**src/rtl/clk_gate_ctrl_pkg.sv**
```systemverilog
// Shared definitions for the per-channel clock-gate controller:
// channel state encoding, parameter limits and counter sizing.
package clk_gate_ctrl_pkg;

  typedef enum logic [1:0] {
    CH_OFF   = 2'd0,
    CH_WAKE  = 2'd1,
    CH_ON    = 2'd2,
    CH_DRAIN = 2'd3
  } ch_state_e;

  localparam int unsigned NUM_CH_MIN   = 32'd1;
  localparam int unsigned NUM_CH_MAX   = 32'd16;
  localparam int unsigned WAKE_CYC_MIN = 32'd1;
  localparam int unsigned WAKE_CYC_MAX = 32'd15;
  localparam int unsigned WAKE_CNT_W   = 32'd4;

  // One counter serves both wake and idle timing, so it must fit the wider of the two.
  function automatic int unsigned cnt_width(input int unsigned idle_w);
    return (idle_w > WAKE_CNT_W) ? idle_w : WAKE_CNT_W;
  endfunction

endpackage

```
**src/rtl/clk_gate_ctrl_channel.sv**
```systemverilog
// One gated-clock channel: OFF -> WAKE -> ON <-> DRAIN -> OFF sequencing with
// a shared saturating counter for wake latency and idle hysteresis.
module cgc_channel
  import clk_gate_ctrl_pkg::*;
#(
  parameter int unsigned IDLE_W   = 8,
  parameter int unsigned WAKE_CYC = 2
) (
  input  logic              CLK,
  input  logic              RST,
  input  logic              act,
  input  logic [IDLE_W-1:0] idle_thr,
  output logic              ch_en,
  output logic              ch_rdy,
  output logic              off_nxt
);

  localparam int unsigned CNT_W = cnt_width(IDLE_W);
  localparam logic [CNT_W-1:0] CNT_ZERO  = {CNT_W{1'b0}};
  localparam logic [CNT_W-1:0] CNT_ONE   = CNT_W'(1);
  localparam logic [CNT_W-1:0] WAKE_LOAD = CNT_W'(WAKE_CYC - 1);

  ch_state_e        state_q, state_d;
  logic [CNT_W-1:0] cnt_q, cnt_d;
  logic             en_q, en_d;
  logic             rdy_q, rdy_d;

  // Next-state, counter and registered-output decode.
  always_comb begin
    state_d = state_q;
    cnt_d   = cnt_q;
    case (state_q)
      CH_OFF: begin
        if (act) begin
          state_d = CH_WAKE;
          cnt_d   = WAKE_LOAD;
        end else begin
          cnt_d   = CNT_ZERO;
        end
      end
      CH_WAKE: begin
        // Wake always runs to completion, regardless of act.
        if (cnt_q == CNT_ZERO) begin
          state_d = CH_ON;
        end else begin
          cnt_d   = cnt_q - CNT_ONE;
        end
      end
      CH_ON: begin
        if (act) begin
          state_d = CH_ON;
        end else if (idle_thr == {IDLE_W{1'b0}}) begin
          state_d = CH_OFF;
          cnt_d   = CNT_ZERO;
        end else begin
          state_d = CH_DRAIN;
          cnt_d   = CNT_W'(idle_thr);
        end
      end
      CH_DRAIN: begin
        // Leaving when the count would reach zero gives N+1 idle edges in total.
        if (act) begin
          state_d = CH_ON;
          cnt_d   = CNT_ZERO;
        end else if (cnt_q <= CNT_ONE) begin
          state_d = CH_OFF;
          cnt_d   = CNT_ZERO;
        end else begin
          cnt_d   = cnt_q - CNT_ONE;
        end
      end
      default: begin
        state_d = CH_OFF;
        cnt_d   = CNT_ZERO;
      end
    endcase
    en_d    = (state_d != CH_OFF);
    rdy_d   = (state_d == CH_ON) || (state_d == CH_DRAIN);
    off_nxt = (state_d == CH_OFF);
  end

  // Channel state and output registers.
  always_ff @(posedge CLK or negedge RST) begin
    if (!RST) begin
      state_q <= CH_OFF;
      cnt_q   <= CNT_ZERO;
      en_q    <= 1'b0;
      rdy_q   <= 1'b0;
    end else begin
      state_q <= state_d;
      cnt_q   <= cnt_d;
      en_q    <= en_d;
      rdy_q   <= rdy_d;
    end
  end

  assign ch_en  = en_q;
  assign ch_rdy = rdy_q;

endmodule

```
**src/rtl/clk_gate_ctrl_icg.sv**
```systemverilog
// Latch-based integrated clock gate: the enable is captured while the clock
// is low, so an enable change can never truncate or create a high pulse.
module cgc_clk_gate (
  input  logic CLK,
  input  logic en,
  output logic gclk
);

  logic en_l;

  // Transparent-low enable latch.
  always_latch begin
    if (!CLK) begin
      en_l <= en;
    end
  end

  assign gclk = CLK & en_l;

endmodule

```
**src/rtl/clk_gate_ctrl.sv**
```systemverilog
// Multi-channel clock-gate controller: NUM_CH independent channel FSMs, each
// driving its own ICG; test_en opens every gate without touching the FSMs.
module clk_gate_ctrl
  import clk_gate_ctrl_pkg::*;
#(
  parameter int unsigned NUM_CH   = 4,
  parameter int unsigned IDLE_W   = 8,
  parameter int unsigned WAKE_CYC = 2
) (
  input  logic              CLK,
  input  logic              RST,
  input  logic              test_en,
  input  logic [NUM_CH-1:0] REQ,
  input  logic [NUM_CH-1:0] FORCE_ON,
  input  logic [IDLE_W-1:0] IDLE_THR,
  output logic [NUM_CH-1:0] GATED_CLK,
  output logic [NUM_CH-1:0] CH_EN,
  output logic [NUM_CH-1:0] CH_RDY,
  output logic              ALL_OFF
);

  logic [NUM_CH-1:0] off_nxt_s;
  logic              all_off_q, all_off_d;

  for (genvar i = 0; i < NUM_CH; i++) begin : g_ch
    cgc_channel #(
      .IDLE_W   (IDLE_W),
      .WAKE_CYC (WAKE_CYC)
    ) u_ch (
      .CLK      (CLK),
      .RST      (RST),
      .act      (REQ[i] | FORCE_ON[i]),
      .idle_thr (IDLE_THR),
      .ch_en    (CH_EN[i]),
      .ch_rdy   (CH_RDY[i]),
      .off_nxt  (off_nxt_s[i])
    );

    cgc_clk_gate u_icg (
      .CLK  (CLK),
      .en   (CH_EN[i] | test_en),
      .gclk (GATED_CLK[i])
    );
  end

  // All-off flag tracks the channel next-states so it lines up with the state registers.
  always_comb begin
    all_off_d = &off_nxt_s;
  end

  // All-off register, set while in reset.
  always_ff @(posedge CLK or negedge RST) begin
    if (!RST) begin
      all_off_q <= 1'b1;
    end else begin
      all_off_q <= all_off_d;
    end
  end

  assign ALL_OFF = all_off_q;

endmodule

```
**config.mk**
```make
export PLATFORM = sky130hd
export DESIGN_NAME = clk_gate_ctrl
export DESIGN_NICKNAME = d
export VERILOG_FILES = /design/src/rtl/clk_gate_ctrl_pkg.sv /design/src/rtl/clk_gate_ctrl_channel.sv /design/src/rtl/clk_gate_ctrl_icg.sv /design/src/rtl/clk_gate_ctrl.sv
export SDC_FILE = /design/constraint.sdc
export NUM_CORES = 1
export LEC_CHECK = 0
export CAP_MARGIN = 15
export CORE_ASPECT_RATIO = 1.25
export CORE_MARGIN = 2
export CORE_UTILIZATION = 40
export CTS_BUF_LIST = sky130_fd_sc_hd__clkbuf_4 sky130_fd_sc_hd__clkbuf_8
export DETAILED_ROUTE_END_ITERATION = 8
export PLACE_DENSITY = 0.58
export SETUP_SLACK_MARGIN = 0.05
export SYNTH_ARGS = -nofsm -noshare
export SYNTH_HDL_FRONTEND = slang
export SYNTH_SLANG_ARGS = --single-unit
```
**constraint.sdc**
```tcl
create_clock -name CLK -period 2.18 [get_ports CLK]
set_clock_uncertainty 0.15 [all_clocks]
set_input_delay 0.654 -clock CLK [delete_from_list [all_inputs] [get_ports CLK]]
set_output_delay 0.654 -clock CLK [all_outputs]
set_load 0.01 [all_outputs]
```
==> After elaboration in Yosys (flattened, before gate mapping) <==
Index checks and enable logic that the tools add are counted.
{ "classes": {"n_addsub": 4, "magnitude_cmp": 4, "n_eq_ne": 28, "muxes": 54, "bitwise_logic": 12, "reduce_logical": 26} }
{ "ops": {"columns": ["cell", "count"], "rows": [
  ["$mux W8", 17],
  ["$pmux W8 S4", 4],
  ["$mux W2", 21],
  ["$logic_not A8 Y1", 5],
  ["$eq A2 B2 Y1 const B", 16],
  ["$le A8 B1 Y1 const B", 4],
  ["$pmux W2 S4", 4],
  ["$sub A8 B1 Y8 const B", 4],
  ["$logic_not A2 Y1", 8],
  ["$ne A2 B2 Y1 const B", 8],
  ["$eq A2 B1 Y1 const B", 4],
  ["$mux W1", 8],
  ["$or A1 B1 Y1", 8],
  ["$reduce_and A2 Y1", 4],
  ["$reduce_bool A2 Y1", 4],
  ["$and A1 B1 Y1", 4],
  ["$logic_or A1 B1 Y1", 4],
  ["$reduce_and A4 Y1", 1]
]} }
{ "totals": {"register_bits": 49, "latchBits": 4, "output_inout_bits": 13, "wordCells": 149} }

==> Longest topological paths before layout <==
{ "depth": {"depth_word": 6, "ltp_mapped": 8} }

==> Hierarchy <==
From an unflattened synthesis, not the netlist that was laid out.
{ "hier_totals": {"cells_unflattened": 449, "area_unflattened_um2": 3901.2} }
{ "by_module_without_submodules": {"columns": ["mod", "n_inst", "cells_each", "area_each_um2"], "rows": [
  ["cgc_channel at g_ch[0].u_ch ...", 3, 112, 974.7],
  ["cgc_channel at g_ch[3].u_ch", 1, 95, 807.0],
  ["cgc_clk_gate", 4, 2, 21.3],
  ["clk_gate_ctrl", 1, 10, 85.1]
]} }

==> key figures <==
Synthesis
  • Mapped Cells: ~400
  • Synthesized netlist net count: 420
  • Yosys reg bits: 53
  • Post-synth EDFFs: 0
  • Post-synth ARST share: about 92%
  • Avg Inst Size Synth: ~8.6 sq um
  • Yosys warns: 0
  • Library cells used by synthesis: 61
  • Ys flop type: dfrtp_1
  • Synthesized area: roughly 3300 sq um

CTS
  • Worst skew pair latency: 0.42 ns
  • CTS tree: built
  • Worst-path clk slew: 0.10 ns

STA
  • RSZ-0062 raised after global routing: yes
  • Setup ws final: -0.779 ns
  • Final hold viol count: 0
  • Slew headroom: 71.2%
  • Worst-margin pin slew: ~0.43 ns
  • Setup violators final: 13
  • Max Slew Vio Count: 0

Worst setup path
  • Startpoint types: latch
  • Crit path launch: g_ch[3].u_icg.en_l
  • WP data arrival: approximately 2.2 ns
  • Critical path endpoint category: output pin
  • Critical path required time: approximately 1.4 ns
  • WS Path Type: latch to output pin
  • Worst r2r src: g_ch[1].u_ch.cnt_q[6]
  • Crit Path Max Fanout: 1

Global routing
  • Vias in the first global route: around 3400
  • Grt ovf: 0
  • Initial antenna violation count: 0
  • Global-route wire length before repair: 16.3 mm
  • GR Util All Layers: ~23%
  • Pin count of the biggest net entering global routing: 35

Floorplan
  • CORE AREA: 8190 sq um
  • Starting Density: 40.8%
  • Die Y: around 110 um
  • Die area: around 9000 sq um
  • Boundary pin count: 32
  • Die Span X: 85.8 um
  • Cell row count: 37

Layout
  • Final instance area: approximately 4600 sq um
  • Synthesis-to-finish area growth: 37.1%
  • Commonest non-fill, non-tap cell in the layout: buf_4
  • Share of cells above drive strength 1: a little under a third
  • Most frequent cells in the layout: buf_4 (76), dfrtp_1 (48), nand2_1 (35)
  • Ant. Diodes: 0
  • Layout net count: just over 500

Routing
  • Pre-antenna DRT Iters: 7
  • Iteration-0 DRC count of the detailed router: 200
  • Routed WL per cell: ~17 um
  • Vias: around 3400
  • Drc violations: 6
  • Routed vias/inst: between 5 and 6
  • Total Wirelength: roughly 9.8 mm
  • Routed Antenna Nets: 0

Run status
  • Violated checks: design-rule violations, negative setup slack
  • Status: complete, but fails checks

Placement
  • Port Buffers: 31
  • DP HPWL: between 7 and 8 mm
  • DP Area: 4270 sq um
  • DP Worst Slack: -0.899 ns
  • RD Place Congestion: ~0.92

Power and ir drop
  • Worst VDD drop: slightly above 600 uV
  • Leakage: 0.00204 uW
  • P per Cell Area: 1470 nW/um^2

Run
  • Max_cap viols: 0

Min path
  • Hold wc startpoint: g_ch[1].u_ch.cnt_q[6]
  • HP Class: flop to flop
==> registers in the layout, summed over array words and instances, names as in the netlist <==
signal	flops
g_ch.u_ch.ch_rdy	4
g_ch.u_ch.state_q	8
g_ch.u_ch.ch_en	4
g_ch.u_icg.en_l	4
ALL_OFF	1
g_ch.u_ch.cnt_q	32
==> worst paths after layout <==
kind,to,cells after the start,slack (ns)
worst max-delay path,GATED_CLK[3],2,-0.78
worst min-delay path,g_ch[1].u_ch.cnt_q[6],1,0.37
worst min register to register,g_ch[1].u_ch.cnt_q[6],1,0.37
max in group asynchronous,ALL_OFF,3,0.76
worst max register to register,g_ch[1].u_ch.cnt_q[4],6,-0.02
min in group asynchronous,g_ch[0].u_ch.cnt_q[0],2,0.53
==> layout make-up <==
type,count,area (sq um)
well taps,97,121
multi-input cells,289,2000
fillers,754,3600
clock buffers,17,180
inverters,23,86.3
repair buffers,108,918
flip-flops and latches,53,1290
==> repair_timing <==
item,CTS,global route
pin swaps,8,9
endpoints found under the hold margin,9,0
setup endpoints to repair,30,42
gates resized for setup,35,22
hold buffers,1,0
buffers inserted,3,3
==> critical path: stages (launching register included) <==
cell,delay (ns)
dlxtn_1,0.40
and2_1,0.11
buf_2,0.12
==> Yosys cell counts (4+ instances only) <==
| library cell | count | area share, % |
|---|---|---|
| nand2_1 | 36 | 4.0 |
| ha_1 | 12 | 4.5 |
| a221o_1 | 4 | 1.2 |
| nor3_1 | 12 | 1.8 |
| nor4_1 | 9 | 1.7 |
| and2_1 | 6 | 1.1 |
| a21oi_1 | 23 | 3.4 |
| a22o_1 | 6 | 1.6 |
| a2bb2oi_1 | 5 | 1.3 |
| nor2b_1 | 5 | 0.93 |
| or2_2 | 9 | 1.7 |
| or3_1 | 5 | 0.93 |
| buf_4 | 12 | 2.7 |
| o21ai_0 | 30 | 4.5 |
| dlxtn_1 | 4 | 1.8 |
| nand3_1 | 6 | 0.90 |
| dfrtp_1 | 48 | 36 |
| nor2_1 | 33 | 3.7 |
| o22ai_1 | 7 | 1.3 |
| o31ai_1 | 4 | 0.90 |
| or4_1 | 5 | 1.1 |
| a32oi_1 | 5 | 1.3 |
| clkbuf_1 | 10 | 1.1 |
| a22oi_1 | 8 | 1.8 |
| inv_1 | 23 | 2.6 |
==> layer usage <==
metal	global-route usage (%)	wire, um	vias to the layer above
li1	-	-	1619
met1	28.1	4040	1639
met2	38.3	5110	77
met3	4.97	513	16
met4	11.3	151	0
met5	0	0	-
==> logic make-up (layout without fill, tap and decap cells) <==
family / count (synthesis) / in the layout / synth area share (%)
AO/OA/AOI/OAI: 125 / 125 / 25.8
XOR/XNOR: 6 / 6 / 1.57
adder cells (fa/ha/maj): 12 / 12 / 4.49
buffers and inverters: 47 / 148 / 6.88
flip-flops: 49 / 49 / 36.7
latches: 4 / 4 / 1.79
multiplexers: 3 / 3 / 0.897
AND/OR/NAND/NOR: 143 / 143 / 21.9
==> power by group <==
part           internal [uW]  switching (uW)
Clock                    550             468
Combinational           1970            2020
Sequential              1350             392
Total                   3870            2880
==> per-stage QoR <==
step	hold slack [ns]	total power [uW]	setup TNS [ns]	std cells	util [%]
global placement	0.357	5590	-11.58	567	52.1
CTS	0.375	6630	-3.24	584	54.8
finish	0.369	6750	-3.11	587	56.0
detailed placement	0.341	5660	-12.31	567	52.1
floorplan	0.208	4230	-1.24	389	-
global route	0.385	7320	-3.67	587	56.0
Note: power is estimated with default switching activity, not from simulation.
